==> src/rtl/rgb_pwm_array.sv <==
// Multi-channel PWM peripheral: one shared prescaled period counter drives CHANNELS
// comparators; duty values are double-buffered and can optionally fade one LSB per period.
module rgb_pwm_array #(
    parameter int CHANNELS = 3,
    parameter int WIDTH    = 8,
    parameter int PRESCALE = 1,
    parameter int ADDR_W   = 4
) (
    input  logic                CLK,
    input  logic                RST,
    input  logic                WR_EN,
    input  logic [ADDR_W-1:0]   WR_ADDR,
    input  logic [WIDTH-1:0]    WR_DATA,
    input  logic                WR_FADE,
    output logic [CHANNELS-1:0] LED_OUT,
    output logic                PERIOD_START,
    output logic [CHANNELS-1:0] BUSY
);

    localparam int               PS_W     = (PRESCALE > 1) ? $clog2(PRESCALE) : 1;
    localparam logic [PS_W-1:0]  PS_LAST  = PS_W'(PRESCALE - 1);
    // The counter stops one short of all-ones so a full-scale duty is never compared false.
    localparam logic [WIDTH-1:0] CNT_LAST = {WIDTH{1'b1}} - WIDTH'(1);

    logic [PS_W-1:0]  presc_reg;
    logic [PS_W-1:0]  presc_next;
    logic [WIDTH-1:0] cnt_reg;
    logic [WIDTH-1:0] cnt_next;
    logic             period_start_reg;
    logic             period_start_next;
    logic             tick;
    logic             boundary;

    assign tick     = (presc_reg == PS_LAST);
    assign boundary = tick && (cnt_reg == CNT_LAST);

    always_comb begin
        presc_next = presc_reg + PS_W'(1);
        if (tick) begin
            presc_next = '0;
        end
    end

    always_comb begin
        cnt_next = cnt_reg;
        if (tick) begin
            if (cnt_reg == CNT_LAST) begin
                cnt_next = '0;
            end else begin
                cnt_next = cnt_reg + WIDTH'(1);
            end
        end
    end

    // Pulse only on the first prescaler cycle of CNT=0, so it stays one CLK wide.
    assign period_start_next = (cnt_reg == '0) && (presc_reg == '0);

    always_ff @(posedge CLK) begin
        if (RST) begin
            presc_reg        <= '0;
            cnt_reg          <= '0;
            period_start_reg <= 1'b0;
        end else begin
            presc_reg        <= presc_next;
            cnt_reg          <= cnt_next;
            period_start_reg <= period_start_next;
        end
    end

    assign PERIOD_START = period_start_reg;

    genvar gi;
    generate
        for (gi = 0; gi < CHANNELS; gi++) begin : g_ch
            logic [WIDTH-1:0] target_reg;
            logic [WIDTH-1:0] target_next;
            logic [WIDTH-1:0] active_reg;
            logic [WIDTH-1:0] active_next;
            logic             fade_reg;
            logic             fade_next;
            logic             led_reg;
            logic             busy_reg;
            logic             wr_hit;

            // Out-of-range addresses match no channel and are dropped here.
            assign wr_hit = WR_EN && (WR_ADDR == ADDR_W'(gi));

            always_comb begin
                target_next = target_reg;
                fade_next   = fade_reg;
                if (wr_hit) begin
                    target_next = WR_DATA;
                    fade_next   = WR_FADE;
                end
            end

            // Boundary update reads the pre-write target, so a same-edge write waits a period.
            always_comb begin
                active_next = active_reg;
                if (boundary) begin
                    if (!fade_reg) begin
                        active_next = target_reg;
                    end else if (active_reg < target_reg) begin
                        active_next = active_reg + WIDTH'(1);
                    end else if (active_reg > target_reg) begin
                        active_next = active_reg - WIDTH'(1);
                    end
                end
            end

            always_ff @(posedge CLK) begin
                if (RST) begin
                    target_reg <= '0;
                    active_reg <= '0;
                    fade_reg   <= 1'b0;
                    led_reg    <= 1'b0;
                    busy_reg   <= 1'b0;
                end else begin
                    target_reg <= target_next;
                    active_reg <= active_next;
                    fade_reg   <= fade_next;
                    led_reg    <= (cnt_reg < active_reg);
                    busy_reg   <= (active_next != target_next);
                end
            end

            assign LED_OUT[gi] = led_reg;
            assign BUSY[gi]    = busy_reg;
        end
    endgenerate

endmodule

==> config.mk <==
export PLATFORM = sky130hd
export DESIGN_NAME = rgb_pwm_array
export DESIGN_NICKNAME = d
export VERILOG_FILES = /design/src/rtl/rgb_pwm_array.sv
export SDC_FILE = /design/constraint.sdc
export NUM_CORES = 1
export LEC_CHECK = 0
export ABC_AREA = 1
export ABC_CLOCK_PERIOD_IN_PS = 2250
export CORE_UTILIZATION = 56
export DETAILED_ROUTE_END_ITERATION = 8
export HOLD_SLACK_MARGIN = 0.06
export PLACE_DENSITY_LB_ADDON = 0.2
export SLEW_MARGIN = 20
export SYNTH_ARGS = -nofsm -noshare
export SYNTH_HDL_FRONTEND = slang
export SYNTH_SLANG_ARGS = --single-unit
export TNS_END_PERCENT = 10
==> constraint.sdc <==
create_clock -name CLK -period 2.25 [get_ports CLK]
set_input_delay 0.225 -clock CLK [delete_from_list [all_inputs] [get_ports CLK]]
set_output_delay 0.225 -clock CLK [all_outputs]
set_load 0.01 [all_outputs]
==> summary.txt <==
Synth
  – Post-Synth Adder-Cell Area: 12.91%
  – Syn_nets: between 900 and 1000
  – Top cell type's share of synthesized area: 25.63%
  – Mapped cell area: ~5200 um^2
  – Synth top cells by count: 255 x nand2_1, 115 x inv_1, 104 x nand3_1
  – Synth Flop Type: dfxtp_1
  – Synth unique cells: 36
  – Synth Area in Simple Gates: 39.41%
  – Multiplexer share of the synthesized area: 0%
  – Top-count cell post-synth: nand2_1
  – Seq cells post-synth: between 60 and 70
  – Average size of a mapped cell: between 6 and 7 um^2
  – Area leader, netlist: dfxtp_1
  – Number of synthesized flops with an enable pin: 0
  – Post-Synth XOR/XNOR Area: less than 1%
  – FFs w/ async S/R, synth: 0%
  – Compound-cell area share of the yosys netlist: between 10% and 20%
  – Syn Inst Count: 850
  – Seq/Total Area, Yosys: between 20 and 30%
  – Main combinational cell family by area after synthesis: simple AND/OR/NAND/NOR gates
  – Yosys warnings: 0
  – Synth area leaders: dfxtp_1 26%, nand2_1 18%, ha_1 13%

Timing
  – Unrepaired setup endpoints after global routing: yes
  – Worst Tran Pin Value: a little over 600 ps
  – Final Setup Violations: 1
  – Clock skew: 12.05 ps
  – F_max: 0.4268 GHz
  – Final slew viol count: 0
  – Fin crit share: 104.1%
  – Final Hold Viols: 0
  – WHS: a little over 200 ps
  – Final setup margin: -93.29 ps
  – Normalized max-slew margin: 58.68%
  – Minimum clock period: roughly 2300 ps

Outcome
  – Failing checks: negative setup slack
  – Status: complete, but fails checks

Global route
  – Largest net degree at the start of global routing: 55
  – GR Util All Layers: around 32%
  – Initial antenna violation count: 0
  – Gr ovfl total: 0
  – Global-route wire length before repair: roughly 25000 um
  – Number of global-route vias before repair: approximately 5400

Routing
  – Vias: between 6000 and 7000
  – Vias/cell: around 5.8
  – DR DRC count: 0
  – Initial DRC count: 426
  – Post-route ant nets: 0
  – DR pass1 iterations: 5
  – Routed WL per cell: between 15 and 20 um
  – Final WL: 17050 um

Floorplanning
  – Starting Density: between 50% and 60%
  – Area of the core: roughly 9000 um^2
  – Die Y: a little under 100 um
  – Die area: approximately 9700 um^2
  – Die X: just under 100 um
  – IO Count: 23
  – Row cnt: 34

Cells and area
  – Inserted Diodes: 0
  – Reg area: between 1000 and 1500 um^2
  – # fillers: approximately 660
  – Finished Layout Cells: ~1000
  – Final Util: approximately 78%
  – Area of the multi-input gates: ~3900 um^2
  – P&R area growth vs syn: 31.78%
  – Layout cells sized above 1: between 20% and 30%
  – # nets final: about 1000

Critical path
  – Critical-path maximum fanout: 6
  – Req. time, crit path: 2480 ps
  – Crit-path max cell delay: approximately 350 ps
  – Worst setup path class: reg -> reg
  – CP max stage cell: dfxtp_2
  – Worst-path cell chain: inv_2 -> ha_4 -> a21oi_4 -> nor2_4 -> nor2_4 -> buf_6 -> buf_6 -> nand3_2 -> nand3_2 -> nand3_1 -> nand2_1 -> nand2_1 -> nand2_1 -> nand2_1 -> nor2_1 -> nand2_1 -> nor2_1 -> nor2_1
  – Worst reg2reg path endpoint: g_ch[0].busy_reg$_SDFF_PP0_
  – R2R depth: 18
  – Crit end category: flip-flop
  – Worst R2R Start: g_ch[0].target_reg[5]$_SDFF_PP0_
  – Worst path arrival time: ~2600 ps
  – Crit path launch type: flip-flop
  – Crit-path most repeated cell: nand2_1
  – FF-to-FF setup slack: -90 ps

Min path
  – Worst Hold Path EP: g_ch[1].fade_reg$_SDFFE_PP0P_
  – Hold Path Class: in -> reg
  – Hold Crit Start: RST
  – Worst Hold Depth: 4

Placed design
  – Gp weighted congestion: 0.9615
  – HPWL after detailed placement: 11170 um
  – Post-Place Cells: 1016
  – PortBufs: 22

CTS
  – Max H-tree Level: 3
  – Num CTS Buffers: 9
  – CTS tree: yes
  – Clock latency on the worst-skew pair: approximately 370 ps
  – Sink Count: 67
  – CTS root buf: clkbuf_8
  – CTS clk-pin slew, worst paths: 80 ps
  – Max clock buf depth: 2

Pwr
  – Final Power: ~3.0 mW
  – Worst vdd ir: around 0.00030 V
  – Leak: ~3.3 nW
  – Power per cell area: ~430 nW/um^2

Run
  – Max-Cap Viols: 0
placed cells by master (no fill, tap or decap), types with 2 or more instances in the layout:
cell type / n
nand2_1: 210
inv_1: 105
nand3_1: 87
nor2_1: 75
buf_4: 56
dfxtp_1: 42
nand2_2: 39
ha_1: 39
a21oi_1: 37
o21ai_0: 29
dfxtp_2: 25
clkdlybuf4s50_1: 21
ha_4: 15
nand4_1: 14
nand3_2: 14
nor3_1: 12
inv_2: 10
nor2_4: 9
nand2_4: 9
clkbuf_8: 9
buf_6: 9
nor2_2: 8
a21oi_2: 8
a21o_1: 6
a211oi_1: 4
nand3_4: 3
clkinv_1: 3
a21boi_0: 3
o211ai_1: 3
o21bai_1: 3
bufinv_16: 3
o21ai_2: 2
o21ai_1: 2
nor3b_1: 2
clkinv_2: 2
buf_12: 2
layout make-up:
type,instances,share of cell area (%)
timing repair buffer,90,11.49
inverter,120,6.641
tap,108,1.960
clock inverter,7,1.688
multi-input combinational,643,56.52
clock buffer,9,1.796
sequential,67,19.91
power breakdown:
| part | switching, mW | leakage (nW) | internal (mW) | total [mW] |
|---|---|---|---|---|
| Clock | 0.515 | 0.119 | 0.734 | 1.25 |
| Sequential | 0.0137 | 0.555 | 1.21 | 1.22 |
| Combinational | 0.299 | 2.59 | 0.196 | 0.495 |
how the worst max path moves through the flow:
stage | startpoint | endpoint | cells past startpoint
final | g_ch[0].target_reg[5]$_SDFF_PP0_ | g_ch[0].busy_reg$_SDFF_PP0_ | 18
after global placement | g_ch[0].target_reg[7]$_SDFF_PP0_ | g_ch[0].busy_reg$_SDFF_PP0_ | 17
after CTS | g_ch[0].target_reg[7]$_SDFF_PP0_ | g_ch[0].busy_reg$_SDFF_PP0_ | 16
after detailed placement | g_ch[0].target_reg[3]$_SDFF_PP0_ | g_ch[0].busy_reg$_SDFF_PP0_ | 18
after floorplan | g_ch[1].target_reg[7]$_SDFF_PP0_ | g_ch[1].busy_reg$_SDFF_PP0_ | 17
after global routing | g_ch[0].target_reg[5]$_SDFF_PP0_ | g_ch[0].busy_reg$_SDFF_PP0_ | 18
metrics by stage:
step,setup WS (ps),setup TNS [ps],instance area [um^2]
floorplan,139.2,0,5233
global placement,-85.87,-102.8,5908
detailed placement,-104.8,-189.6,5908
CTS,-5.457,-5.457,6168
global route,-169.8,-321.3,6895
finish,-93.29,-93.29,6895
logic make-up after synthesis:
kind of cell / Yosys count
other cells: 1
compound gates: 99
buf+inv: 142
flops: 67
xor+xnor: 1
fa+ha+maj: 54
simple gates: 486
critical path: cells and delay by family, from the launching register on:
family	cells	cell delay (ps)
simple gates	13	1150
fa+ha+maj	1	230
buf+inv	3	320
flops	1	350
compound gates	1	170
per-layer routing:
| metal | global-route usage [%] | up-vias | wire (um) |
|---|---|---|---|
| met3 | 3.333 | 53 | 1423 |
| li1 | - | 2909 | - |
| met5 | 0 | - | 0 |
| met1 | 40.85 | 2823 | 6756 |
| met4 | 14.24 | 0 | 625 |
| met2 | 55.09 | 285 | 8242 |
timing repair:
item / 4_1_cts / 5_1_grt
endpoints found under the setup margin: 3 / 3
gates cloned: 0 / 2
pin swaps: 0 / 58
setup buffers: 0 / 10
resized for setup: 8 / 161
hold buffers: 0 / 0
Note: power is estimated with default switching activity, not from simulation.
